--- src/rtl/cpu86_exec_register_tracer.sv ---
// Shadow AX..DI/FL register file that emits a full register snapshot for every retired instruction.
// Macro CPU86_TRACE_FIFO_EN selects a DEPTH-entry valid/ready queue; otherwise a single output register.
module cpu86_exec_register_tracer #(
  parameter int unsigned DEPTH = 4
) (
  input  logic        clk,
  input  logic        reset,
  input  logic        wr0_valid,
  input  logic [3:0]  wr0_idx,
  input  logic [1:0]  wr0_mask,
  input  logic [15:0] wr0_data,
  input  logic        wr1_valid,
  input  logic [3:0]  wr1_idx,
  input  logic [1:0]  wr1_mask,
  input  logic [15:0] wr1_data,
  input  logic        ret_valid,
  input  logic [4:0]  ret_op,
  input  logic [3:0]  ret_code,
  input  logic [15:0] ret_cs,
  input  logic [15:0] ret_ip,
  output logic        vld_valid,
  input  logic        vld_ready,
  output logic [4:0]  vld_op,
  output logic [3:0]  vld_code,
  output logic [15:0] vld_cs,
  output logic [15:0] vld_ip,
  output logic [15:0] vld_ax,
  output logic [15:0] vld_bx,
  output logic [15:0] vld_cx,
  output logic [15:0] vld_dx,
  output logic [15:0] vld_bp,
  output logic [15:0] vld_sp,
  output logic [15:0] vld_si,
  output logic [15:0] vld_di,
  output logic [15:0] vld_fl,
  output logic        trace_ovf
);

  localparam int unsigned NREG   = 9;
  localparam int unsigned SNAP_W = 5 + 4 + 16 * 2 + 16 * NREG;
  localparam logic [15:0] FL_RST = 16'h0002;

  logic [NREG-1:0][15:0] regs_d;
  logic [SNAP_W-1:0]     snap_d;
  logic [SNAP_W-1:0]     head;

  // Per-register byte-lane update; wr1 is applied last so it wins a shared lane.
  for (genvar g = 0; g < NREG; g++) begin : g_reg
    localparam logic [15:0] RST_VAL = (g == NREG - 1) ? FL_RST : 16'h0000;
    logic [15:0] reg_q;
    logic [15:0] reg_d;

    always_comb begin
      reg_d = reg_q;
      if (wr0_valid && wr0_idx == 4'(g)) begin
        if (wr0_mask[0]) reg_d[7:0]  = wr0_data[7:0];
        if (wr0_mask[1]) reg_d[15:8] = wr0_data[15:8];
      end
      if (wr1_valid && wr1_idx == 4'(g)) begin
        if (wr1_mask[0]) reg_d[7:0]  = wr1_data[7:0];
        if (wr1_mask[1]) reg_d[15:8] = wr1_data[15:8];
      end
    end

    always_ff @(posedge clk) begin
      if (reset) reg_q <= RST_VAL;
      else       reg_q <= reg_d;
    end

    assign regs_d[g] = reg_d;
  end

  // Snapshot sees same-cycle writes through the bypassed next-state values.
  assign snap_d = {ret_op, ret_code, ret_cs, ret_ip, regs_d};

  assign {vld_op, vld_code, vld_cs, vld_ip,
          vld_fl, vld_di, vld_si, vld_sp, vld_bp, vld_dx, vld_cx, vld_bx, vld_ax} = head;

`ifdef CPU86_TRACE_FIFO_EN
  localparam int unsigned PW = (DEPTH > 1) ? $clog2(DEPTH) : 1;
  localparam int unsigned CW = PW + 1;

  logic [SNAP_W-1:0] mem_q [DEPTH];
  logic [PW-1:0]     rd_q;
  logic [PW-1:0]     wr_q;
  logic [CW-1:0]     cnt_q;
  logic [CW-1:0]     cnt_d;
  logic              valid_q;
  logic              ovf_q;
  logic              push_c;
  logic              pop_c;

  always_comb begin
    pop_c  = valid_q && vld_ready;
    push_c = ret_valid && ((cnt_q < CW'(DEPTH)) || pop_c);
    cnt_d  = cnt_q + CW'(push_c) - CW'(pop_c);
  end

  // A push at full without a pop is dropped and flagged; the queue itself is untouched.
  always_ff @(posedge clk) begin
    if (reset) begin
      mem_q   <= '{default: '0};
      rd_q    <= '0;
      wr_q    <= '0;
      cnt_q   <= '0;
      valid_q <= 1'b0;
      ovf_q   <= 1'b0;
    end else begin
      if (push_c) begin
        mem_q[wr_q] <= snap_d;
        wr_q        <= wr_q + PW'(1);
      end
      if (pop_c) rd_q <= rd_q + PW'(1);
      cnt_q   <= cnt_d;
      valid_q <= (cnt_d != '0);
      if (ret_valid && !push_c) ovf_q <= 1'b1;
    end
  end

  assign head      = mem_q[rd_q];
  assign vld_valid = valid_q;
  assign trace_ovf = ovf_q;
`else
  logic [SNAP_W-1:0] snap_q;
  logic              valid_q;
  logic              unused_ok;

  // Checker has no ready input: every retire reloads the output register.
  always_ff @(posedge clk) begin
    if (reset) begin
      snap_q  <= '0;
      valid_q <= 1'b0;
    end else begin
      valid_q <= ret_valid;
      if (ret_valid) snap_q <= snap_d;
    end
  end

  assign head      = snap_q;
  assign vld_valid = valid_q;
  assign trace_ovf = 1'b0;
  assign unused_ok = vld_ready ^ (DEPTH == 0);
`endif

endmodule

--- config.mk ---
export PLATFORM = sky130hd
export DESIGN_NAME = cpu86_exec_register_tracer
export DESIGN_NICKNAME = d
export VERILOG_FILES = /design/src/rtl/cpu86_exec_register_tracer.sv
export SDC_FILE = /design/constraint.sdc
export NUM_CORES = 1
export LEC_CHECK = 0
export ABC_CLOCK_PERIOD_IN_PS = 2700
export CORE_AREA = 2 2 173 175
export DETAILED_ROUTE_END_ITERATION = 12
export DIE_AREA = 0 0 175 177
export DONT_BUFFER_PORTS = 1
export GPL_ROUTABILITY_DRIVEN = 1
export GPL_TIMING_DRIVEN = 0
export MAX_ROUTING_LAYER = met4
export PLACE_DENSITY_LB_ADDON = 0.15
export SYNTH_ARGS = -nofsm -noshare
export SYNTH_HDL_FRONTEND = slang
export SYNTH_SLANG_ARGS = --single-unit
export TNS_END_PERCENT = 1
--- constraint.sdc ---
create_clock -name clk -period 2.7 [get_ports clk]
set_input_delay 0 -clock clk [delete_from_list [all_inputs] [get_ports clk]]
set_output_delay 0 -clock clk [all_outputs]
set_load 0.03 [all_outputs]
==> summary.md, run 1 <==
The run finished with clean final reports. During synthesis, Yosys emitted a total of 0 warnings. The tools report the placer congestion estimate as 0.993.

For this block, the initial DRC count from the detailed router was 1145. The finished cells cover 15400 um^2. The setup path with the least slack is of type input pin to register. When the netlist entered floorplanning its net count stood at 1436. For this block, the routed nets add up to 50.4 mm of wire. In this run the count of I/O pins placed on the die edge is 278. Setup violations remaining at the end of the flow were counted as 0. Ranked by instance count, the synthesized netlist is headed by 330 x dfxtp_1, 173 x nand2_1, 120 x mux2i_1.

The design draws 10.9 mW. The number of max-capacitance violations reported was 0; the fraction of registers with async set or reset after synthesis was 0%. TritonCTS built the clock tree. A synthesized cell averages 9.63 um^2. For the worst-skew pair, the clock arrives at the later sink with an insertion delay of 0.52 ns. The number of remaining DRC errors came out at 0.

The via count of the first global-routing pass is 11400. VDD sags by at most 441 uV. The routed layout has 11900 vias.

The final count of pins violating max slew is 0. Adding up every negative setup slack in the final design gives 0 ns. The critical path data arrival time is 2.54 ns.

Before CTS, the worst setup slack after placement is 0.639 ns. The slowest cell on the critical path is dlygate4sd3_1. Entering global routing, the biggest net connects 14 pins.

The count of clock tree sinks was 330; the area of the placeable core was 29200 um^2. The gate family responsible for the most delay along the worst path is buffers and inverters. Ranked by total cell area, the synthesized netlist is headed by dfxtp_1 51%, mux2i_1 9.3%, o221ai_1 5.3%, nand2_1 5.0%, nor2_1 3.4%. In the synthesized netlist, mux cells make up 9.27% of the area.

The run gives 3.07 ns as the endpoint required time on the critical path. The net count of the finished layout is 1550. Clock-pin slew was measured on the worst setup and hold paths at 0.06 ns.

Buffers placed on the I/O ports in this run total 0. The die outline height was 177 um; the count of buffer and inverter cells on the critical path was 3. Counting flops and latches in the post-synthesis netlist gives 330.

In the post-synthesis netlist, the cell with the most instances is dfxtp_1. On the final layout, the worst clock skew is 0.0194 ns. The synthesized design devotes to its leading area cell type 51.0% of total area. The hold violation total from the final report was 0; the fraction of layout cells with a size suffix above 1 was 6.75%. The number of synthesized flops with an enable pin was 0. The signal on the critical path passes through dlygate4sd3_1, nor3b_1, dlygate4sd3_1, buf_2, nand3_1, nand2_1, o221ai_1. The worst-margin pin slew was 0.945 ns; the post-synthesis share of cell area spent on full adders, half adders and majority gates was 0%.

The longest clock path from root to sink contains 3 buffers. Among all flip-flop cells after synthesis, the most frequent one is dfxtp_1. The wire length of the first global-routing pass came out at 73.3 mm. The share of synthesized area occupied by flip-flops and latches is 51.0%, and the die outline width is 175 um. For the number of standard cells in the final layout excluding fillers, the log shows 1882. The synthesized netlist devotes 18.3% of its cell area to simple gates. The filler cells instantiated in the layout total 2678. The cell sitting at the root of the clock tree is a clkbuf_16. After clock tree synthesis, the setup repair step added 0 buffers.

The worst pin sits at a relative slew slack of 36.7%. The area growth from synthesis to layout came out at 18.9%. The effective utilization at floorplan was 44.3%; the share of the clock period used by the worst path after layout was 80.4%.

After synthesis, the largest family of logic cells by area is simple AND/OR/NAND/NOR gates. The estimated wirelength of the detail-placed design was 34.9 mm; the count of placed standard cells including taps was 1735. In the final routed layout, each cell accounts on average for 26.8 um. Post-route worst setup slack: 0.530 ns. Timing would allow up to 0.461 GHz. The synthesized netlist devotes 17.9% of its cell area to compound gates. Global routing used 32.6% of the available tracks across all layers. The total power density per cell area works out to 707 nW/um^2. For the placement row count, the log shows 63.

The logs give 1345 for the post-synthesis instance total and 7 for the initial antenna violation count. The worst setup path is captured at a register. The H-tree depth is 2. Setup repair after global routing left no endpoint under its margin. The logs give 41 for the count of distinct cell types in the synthesized netlist and 13000 um^2 for the post-synthesis instance area. For the leakage dissipation, the log shows 6.04 nW. The run gives 36 as the number of clock buffers inserted by TritonCTS. The maximum cell stage delay along the critical path is 0.61 ns. The floorplan step defined a die boundary enclosing 31000 um^2.

The ratio of routed vias to standard cells came out at 6.31. The tightest min-delay check is of the input pin to register type. Summing all placed instances gives a cell area of 13400 um^2. The xor and xnor fraction of the mapped netlist area came out at 0%. The count of nets left with antenna violations once routing finished came out at 0.

The critical-path maximum fanout is 10, and the first-pass iteration count of the detailed router is 6. For the remaining global-route overflow, the log shows 0. Most frequent cell on the critical path: dlygate4sd3_1. The shortest period the worst path allows is 2.17 ns. The element type at the critical path start is an input pin.

The cell type with the highest aggregate area in the netlist is dfxtp_1.
[final timing paths]
| check | startpoint | endpoint | slack, ns | cells past startpoint |
|---|---|---|---|---|
| worst max-delay path | wr1_idx[3] | head[77]$_SDFFE_PP0P_ | 0.53 | 7 |
| worst min-delay path | wr0_idx[2] | g_reg[6].reg_q[4]$_SDFF_PP0_ | 0.01 | 3 |
| worst max register to register | g_reg[5].reg_q[5]$_SDFF_PP0_ | g_reg[5].reg_q[5]$_SDFF_PP0_ | 1.27 | 3 |
| worst min register to register | g_reg[0].reg_q[13]$_SDFF_PP0_ | g_reg[0].reg_q[13]$_SDFF_PP0_ | 0.52 | 2 |
[placed cells by master, fill, tap and decap left out, types with 4 or more instances in the layout]
master	synthesis	final
clkbuf_8	0	10
inv_1	8	8
mux2i_1	120	120
clkinv_2	0	5
nand3_2	4	4
nor3_2	7	7
nand2_2	5	5
dlygate4sd3_1	0	76
dfxtp_1	330	330
clkbuf_16	0	37
o32ai_1	40	40
clkbuf_1	73	80
a211oi_1	23	23
o221ai_1	78	78
nor2b_1	4	4
buf_1	5	5
a221oi_1	43	43
o22ai_1	62	62
nand3_1	14	14
and3_1	31	31
buf_2	19	19
nor2_1	119	119
or3_1	4	4
nor3_1	70	70
diode_2	0	10
o31ai_1	42	42
nand2b_1	43	43
nand2_1	173	173
[cells by family after synthesis]
group	count (synthesis)
muxes	120
DFF	330
and+or+nand+nor	495
buffers and inverters	109
other	1
AOI/OAI and AO/OA	290
[per-layer routing]
metal	GRT usage [%]	share of wire [%]	wire length (um)
met5	-	0	0
met4	15.3	4.6	2330
met3	8.61	9.8	4970
met2	48.9	44	22200
met1	41.0	41	20900
[where the power goes]
part	internal [mW]	switching [mW]	total, mW
combinational	0.242	0.535	0.777
sequential	4.97	0.191	5.16
clock	2.97	1.98	4.95
total	8.18	2.71	10.9
[cell type report]
class / instances / area [um^2] / area share [%]
Clock inverter: 7 / 85.1 / 0.552
Clock buffer: 54 / 1090 / 7.08
Inverter: 8 / 30.0 / 0.195
Sequential cell: 330 / 6610 / 42.9
Timing Repair Buffer: 76 / 761 / 4.94
Antenna cell: 10 / 25.0 / 0.162
Tap cell: 390 / 488 / 3.17
Buffer: 101 / 425 / 2.76
Multi-Input combinational cell: 906 / 5890 / 38.3
[worst register-to-register path: stages, from the launching register on]
cell	delay, ns
dfxtp_1	0.30
a221oi_1	0.35
nor3_1	0.09
dlygate4sd3_1	0.59
[registers in the layout, indices dropped and copies added (netlist names)]
register	count
vld_valid	1
g.reg_q	144
head	185
[through the flow]
| step | util [%] | hold WS [ns] |
|---|---|---|
| finish | 52.7 | 0.0140 |
| global route | 52.7 | 0.0358 |
| CTS | 52.6 | 0.00138 |
| detailed placement | 46.0 | 0.161 |
| global placement | 46.0 | 0.150 |
| floorplan | - | 0.147 |
[what timing repair did]
| item | in CTS | in global routing |
|---|---|---|
| gates resized for setup | 0 | 0 |
| hold buffers | 76 | 0 |
| endpoints found under the hold margin | 250 | 0 |
No activity file was read; power rests on OpenSTA's default activity.
==> run 2: changes to the inputs <==
ABC_CLOCK_PERIOD_IN_PS = 1800   (was 2700)
clock period = 1.8 ns   (was 2.7 ns; I/O delays follow)
==> run 2 against run 1 <==
Against the previous run:
- sequential power is 50% higher
- global-route usage is essentially flat
- critical path type unchanged
- total power increased by 50%
- combinational power rose by 49%
- critical path depth fell by 2
- via count is 0.24% lower
- routed wire length barely moved
==> summary.md, run 2 (synthesis gave the netlist of run 1 again) <==
The logs give 0 (unchanged) for the remaining global-route overflow and 0.592 GHz for the achievable clock frequency. The run gives 2.26 ns (-0.81 ns) as the endpoint required time on the critical path. The area growth from synthesis to layout is 18.9% (about the same), and the shortest period the worst path allows is 1.69 ns. The run gives 2 (unchanged) as the H-tree depth. The leakage dissipation came out at 6.03 nW (-0.17%).

The ratio of routed vias to standard cells is 6.30 (-0.14%), and the worst-case headroom to the max-slew limit is 36.5% (-0.16 points). In this run the clock root is driven by a clkbuf_16. The estimated wirelength of the detail-placed design is 34.9 mm (unchanged). For the count of nets after finishing, the log shows 1549 (-0.065%). The die outline height is 177 um (unchanged), and the critical-path maximum fanout is 9 (-1). For the global-route total usage across every layer, the log shows 32.6% (-0.041 points). First-pass iteration count of the detailed router: 6 (unchanged). The maximum clock path buffer count was 3 (unchanged). The critical path is of the input pin to register type. The number of nets with antenna violations after routing was 0 (unchanged). The library cells used most frequently in the layout, excluding fill and tap cells, are 330 x dfxtp_1, 172 x nand2_1, 120 x mux2i_1.

The fraction of layout cells with a size suffix above 1 was 6.95% (+0.21 points). The number of buffer cells added on primary ports is 0 (unchanged), and the die outline width is 175 um (unchanged). The tools report the wire length of the first global-routing pass as 73.2 mm (-0.19%). The placement row count is 63 (unchanged). The worst setup path is launched from an input pin.

The clock network latency to the later pin of the worst-skew pair was 0.51 ns (about the same). For the layout filler cell count, the log shows 2676 (-0.075%). The wire length per cell was 26.8 um (about the same); the final setup skew was 0.0144 ns (-0.00494 ns). The total via count after detailed routing came out at 11800 (-0.24%). The total die area was 31000 um^2 (unchanged); the pin count of the biggest net entering global routing was 14 (unchanged). The post-route worst setup slack was 0.110 ns (-0.420 ns); the number of design-rule violations left by the first detailed-router iteration was 1128 (-1.5%). The clock-pin slew on the worst setup and hold paths is 0.06 ns (about the same). For the detailed-route wire length, the log shows 50.4 mm (about the same). TritonCTS built the clock tree. The via count of the first global-routing pass is 11400 (-0.15%), and the critical path data arrival time is 2.15 ns (-0.39 ns).

The number of max-capacitance violations reported is 0 (unchanged), and the number of remaining DRC errors is 0 (unchanged). The final count of pins violating max slew is 0 (unchanged). The path class of the tightest hold or removal check is input pin to register. For the buffer count from post-CTS setup fixing, the log shows 0 (unchanged). The effective utilization at floorplan is 44.3% (unchanged).

The logs give 0.993 (unchanged) for the placer congestion estimate and 1735 (unchanged) for the count of placed standard cells including taps. The tools report the count of clock tree sinks as 330 (unchanged). The worst-case setup slack after placement was -0.261 ns (-0.900 ns); the total power density per cell area was 1060 nW/um^2 (+50%). The number of standard cells in the final layout excluding fillers came out at 1880 (-0.11%). Setup repair after global routing left no endpoint under its margin. For the number of clock buffers inserted by TritonCTS, the log shows 36 (unchanged). STA classifies the critical path endpoint as a register.

Number of top-level pins: 278 (unchanged). The flow ran to the end, and the final reports show no timing, DRC or antenna violations. The total of endpoints with negative setup slack in the final report was 0 (unchanged); the initial antenna violation count was 7 (unchanged).

Of the available clock period, the critical path in the final layout requires 93.9%. The worst-margin pin slew came out at 0.948 ns (+0.00246 ns). The area of the placeable core was 29200 um^2 (unchanged).

The flip-flop count of the largest register, all copies and words added was 185 (unchanged); the peak ir drop on the vdd network was 659 uV (+50%). Leaving out fill and tap cells, the most frequent cell in the layout is dfxtp_1. The hold violation total from the final report came out at 0 (unchanged).
run 2: where the power goes:
group | switching [mW] | internal, mW
sequential | 0.286 | 7.46
clock | 2.97 | 4.45
combinational | 0.801 | 0.362
total | 4.06 | 12.3
run 2: cell type report:
class / instances / area [um^2] / share of cell area (%)
inverter: 8 / 30.0 / 0.195
clock buffer: 54 / 1090 / 7.08
timing repair buffer: 75 / 751 / 4.87
sequential: 330 / 6610 / 42.9
tap: 390 / 488 / 3.17
clock inverter: 7 / 85.1 / 0.552
buffer: 101 / 427 / 2.77
antenna: 9 / 22.5 / 0.146
multi-input combinational: 906 / 5900 / 38.3
run 2: layer usage:
layer / track usage [%] / part of all wire, % / vias up
met2: 48.9 / 45 / 648
met3: 8.83 / 11 / 126
met5: - / 0 / -
li1: - / - / 5278
met1: 40.8 / 40 / 5786
met4: 15.1 / 4.4 / 0
run 2: worst paths after layout:
path | startpoint | endpoint | slack, ns | cells past startpoint
min | wr1_idx[1] | g_reg[8].reg_q[12]$_SDFF_PP0_ | 0.006 | 4
max | wr0_data[11] | g_reg[7].reg_q[11]$_SDFF_PP0_ | 0.11 | 5
min reg2reg | g_reg[1].reg_q[9]$_SDFF_PP0_ | g_reg[1].reg_q[9]$_SDFF_PP0_ | 0.53 | 2
max reg2reg | g_reg[8].reg_q[14]$_SDFF_PP0_ | g_reg[8].reg_q[14]$_SDFF_PP0_ | 0.42 | 3
run 2: what timing repair did:
item,in CTS,in global routing
endpoints found under the hold margin,250,0
hold buffers,75,0
resized for setup,0,4
endpoints found under the setup margin,0,3
run 2: critical path, stage by stage:
cell and delay, ns:
dlygate4sd3_1 1.06, and3_1 0.28, a211oi_1 0.06, nor3_1 0.19, dlygate4sd3_1 0.56
run 2: through the flow:
step / utilization (%) / area (um^2) / power (mW) / hold WS (ns) / TNS [ns]
2_1_floorplan: - / 13000 / 8.49 / 0.147 / 0
3_3_place_gp: 46.0 / 13400 / 8.82 / 0.150 / -12.24
3_5_place_dp: 46.0 / 13400 / 8.83 / 0.161 / -11.69
4_1_cts: 52.6 / 15400 / 16.3 / 0.00138 / 0
5_1_grt: 52.7 / 15400 / 16.7 / 0.00310 / 0
6_report: 52.7 / 15400 / 16.3 / 0.00578 / 0
==> run 3: changes to the inputs <==
ABC_CLOCK_PERIOD_IN_PS = 1900   (was 1800)
SLEW_MARGIN = 0   (was default)
clock period = 1.9 ns   (was 1.8 ns; I/O delays follow)
==> run 3 against run 2 <==
Against the previous run:
- count of clock-buffer cells in the layout is the same
- sequential power shrank 5.2%
- cell count grew 0.16%
- via count shrank 0.64%
- worst hold slack gained 0.012 ns
- sequential share of layout area is essentially flat
- critical endpoint is now g_reg[0].reg_q[11]$_SDFF_PP0_
- combinational power shrank 5%
- clock power shrank 5.4%
- first-iteration DRC count grew 2.4%
- register-to-register slack gained 0.08 ns
- routed wire length is essentially flat
- clock skew grew 0.0046 ns
==> summary.md, run 3 (synthesis gave the netlist of run 1 again) <==
The number of top-level pins was 278 (unchanged); the worst-margin pin slew was 0.947 ns (-0.00122 ns). The logs give 7 (unchanged) for the initial antenna violation count and 34.9 mm (unchanged) for the estimated wirelength of the detail-placed design. The number of cells traversed by the worst register-to-register path was 3 (unchanged); the number of standard cells in the final layout excluding fillers was 1883 (+0.16%).

The number of clock buffers inserted by TritonCTS was 36 (unchanged). Walking the worst path, the cells encountered are clkbuf_1, nor4bb_2, dlygate4sd3_1, nand2_1, nand2b_1, clkbuf_1, o22ai_1. The peak ir drop on the vdd network was 623 uV (-5.5%). The logs give 36.6% (+0.082 points) for the worst-case headroom to the max-slew limit and 1550 (+0.065%) for the count of nets after finishing.

Number of cells traversed by the worst hold path: 3 (-1). The setup slack on the worst flop-to-flop path came out at 0.50 ns (+0.08 ns). The pin count of the biggest net entering global routing was 14 (unchanged). For the via count of the first global-routing pass, the log shows 11400 (+0.044%).

The count of buffer and inverter cells on the critical path works out to 3 (+1). Total power density per cell area: 1000 nW/um^2 (-5.4%). The area growth from synthesis to layout came out at 19.0% (about the same). The power share of the combinational group was 7.1% (about the same).

The type of the worst setup path was input pin to register. The cell area after placement is 13400 um^2 (unchanged). In this run the critical register-to-register path is captured at g_reg[5].reg_q[5]$_SDFF_PP0_. The die outline width was 175 um (unchanged); the clock network latency to the later pin of the worst-skew pair was 0.52 ns (about the same). The count of placed standard cells including taps came out at 1735 (unchanged).

The most common library cell in the layout ignoring fill and taps is dfxtp_1. The run gives 0 ns (unchanged) as the total negative setup slack. The tools report the effective utilization at floorplan as 44.3% (unchanged).

The startpoint identified for the worst hold timing path is wr0_idx[2]. The tools report the total die area as 31000 um^2 (unchanged). For the switching component of the power, the log shows 3.83 mW (-5.6%).

The run finished with clean final reports. The final design instance area without fill is 15400 um^2 (about the same), and the final core utilization is 52.7% (about the same). The run gives 2.27 ns (about the same) as the endpoint required time on the critical path. The first-pass iteration count of the detailed router is 6 (unchanged). The run gives 2.14 ns (about the same) as the critical path data arrival time. The tools report the leakage dissipation as 6.04 nW (+0.19%). The critical path capture point type is a register. The wire length of the first global-routing pass is 73.2 mm (about the same). The fraction of layout cells with a size suffix above 1 came out at 6.88% (-0.072 points).

The placer congestion estimate came out at 0.993 (unchanged). The proportion of total power due to net switching was 24.8% (-0.062 points); the clock-pin slew on the worst setup and hold paths was 0.06 ns (about the same). The flip-flop count of the largest register, all copies and words added came out at 185 (unchanged).

The worst hold path terminates at g_reg[6].reg_q[4]$_SDFF_PP0_. Worst hold-check path type: input pin to register. The maximum clock path buffer count was 3 (unchanged). The achievable clock frequency came out at 0.566 GHz. The gate family responsible for the most delay along the worst path is buffers and inverters. The tools report the hold violation total from the final report as 0 (unchanged).

TritonCTS built the clock tree. The remaining global-route overflow is 0 (unchanged), and the H-tree depth is 2 (unchanged). STA classifies the critical path startpoint as an input pin. The total of endpoints with negative setup slack in the final report is 0 (unchanged). The shortest period the worst path allows came out at 1.77 ns. The tools report the number of nets with antenna violations after routing as 0 (unchanged). The critical-path maximum fanout was 9 (unchanged). The count of clock tree sinks is 330 (unchanged), and the buffer count from post-CTS setup fixing is 0 (unchanged). The internal power of the cells came out at 11.6 mW (-5.3%). The number of max-capacitance violations reported was 0 (unchanged). The most frequent cell on the critical path was clkbuf_1.

The logs give 0 (unchanged) for the number of remaining DRC errors and 45.4% (about the same) for the part of the power in the clock network. The tools report the global-route total usage across every layer as 32.6% (about the same). Of the available clock period, the critical path in the final layout requires 92.9%. The number of buffer cells added on primary ports is 0 (unchanged).

The CTS root buffer is clkbuf_16. The placement row count was 63 (unchanged). The register share of total power was 47.5% (about the same). Leaving out fill and tap cells, the most frequent cells in the layout are 330 x dfxtp_1, 173 x nand2_1, 120 x mux2i_1. The wire length per cell came out at 26.8 um (about the same).

Die outline height: 177 um (unchanged). Setup repair after global routing left no endpoint under its margin. The largest individual stage delay along the critical path comes from the cell dlygate4sd3_1. The detailed-route wire length was 50.4 mm (about the same). The maximum cell stage delay along the critical path is 0.64 ns (-0.42 ns), and the total via count after detailed routing is 11800 (-0.64%). The worst register-to-register path begins at g_reg[5].reg_q[5]$_SDFF_PP0_.

For the final setup skew, the log shows 0.0190 ns (+0.00460 ns). The tools report the final count of pins violating max slew as 0 (unchanged). The logs give 0.0175 ns (+0.0117 ns) for the final hold slack and 29200 um^2 (unchanged) for the area of the placeable core. The ratio of routed vias to standard cells is 6.25 (-0.80%). Number of design-rule violations left by the first detailed-router iteration: 1155 (+2.4%).
==> run 3: changes by cell type in the layout (fill, tap and decap cells not counted), sizes merged <==
cell,change
diode,+2
dlygate4sd3,+1
==> run 3: how the worst max path moves through the flow <==
stage | to | startpoint | depth (start not counted) | slack (ns)
global route | g_reg[8].reg_q[14]$_SDFF_PP0_ | reset | 5 | 0.06
floorplan | head[3]$_SDFFE_PP0P_ | wr1_idx[0] | 6 | 0.57
global placement | head[87]$_SDFFE_PP0P_ | reset | 5 | -0.20
finish | g_reg[0].reg_q[11]$_SDFF_PP0_ | wr1_mask[1] | 7 | 0.13
CTS | g_reg[5].reg_q[5]$_SDFF_PP0_ | reset | 5 | 0.04
detailed placement | head[61]$_SDFFE_PP0P_ | reset | 5 | -0.16
==> run 3: per-layer routing <==
layer	vias up	track usage [%]	share of wire, %
met1	5709	40.8	40
li1	5280	-	-
met4	0	15.3	4.6
met2	636	48.8	44
met5	-	-	0
met3	137	8.98	11
==> run 3: worst reg2reg max path, cell delays in order, from the launching register on <==
cell and delay (ns):
dfxtp_1 0.30, a221oi_1 0.34, nor3_1 0.09, dlygate4sd3_1 0.56
==> run 3: cell type report <==
type | count | area [um^2]
Sequential cell | 330 | 6610
Fill cell | 2673 | 13800
Buffer | 101 | 427
Inverter | 8 | 30.0
Timing Repair Buffer | 76 | 761
Tap cell | 390 | 488
Clock inverter | 7 | 85.1
Multi-Input combinational cell | 906 | 5900
Antenna cell | 11 | 27.5
Clock buffer | 54 | 1090
==> run 3: power by group through the flow <==
stage / combinational, mW / sequential (mW) / clock, mW
global route: 1.16 / 7.35 / 7.33
finish: 1.10 / 7.34 / 7.02
CTS: 1.07 / 7.34 / 7.03
floorplan: 0.585 / 7.46 / 0
global placement: 0.872 / 7.49 / 0
detailed placement: 0.883 / 7.49 / 0
==> run 3: stage by stage <==
stage               setup slack [ns]  power [mW]
finish                         0.134        15.5
global route                  0.0574        15.8
detailed placement            -0.161        8.37
floorplan                      0.574        8.04
CTS                           0.0359        15.4
global placement              -0.200        8.36
==> run 3: timing repair <==
action                                  CTS  global route
hold buffers                             76             0
endpoints found under the hold margin   250             0
gates resized for setup                   0             3
endpoints found under the setup margin    0             8
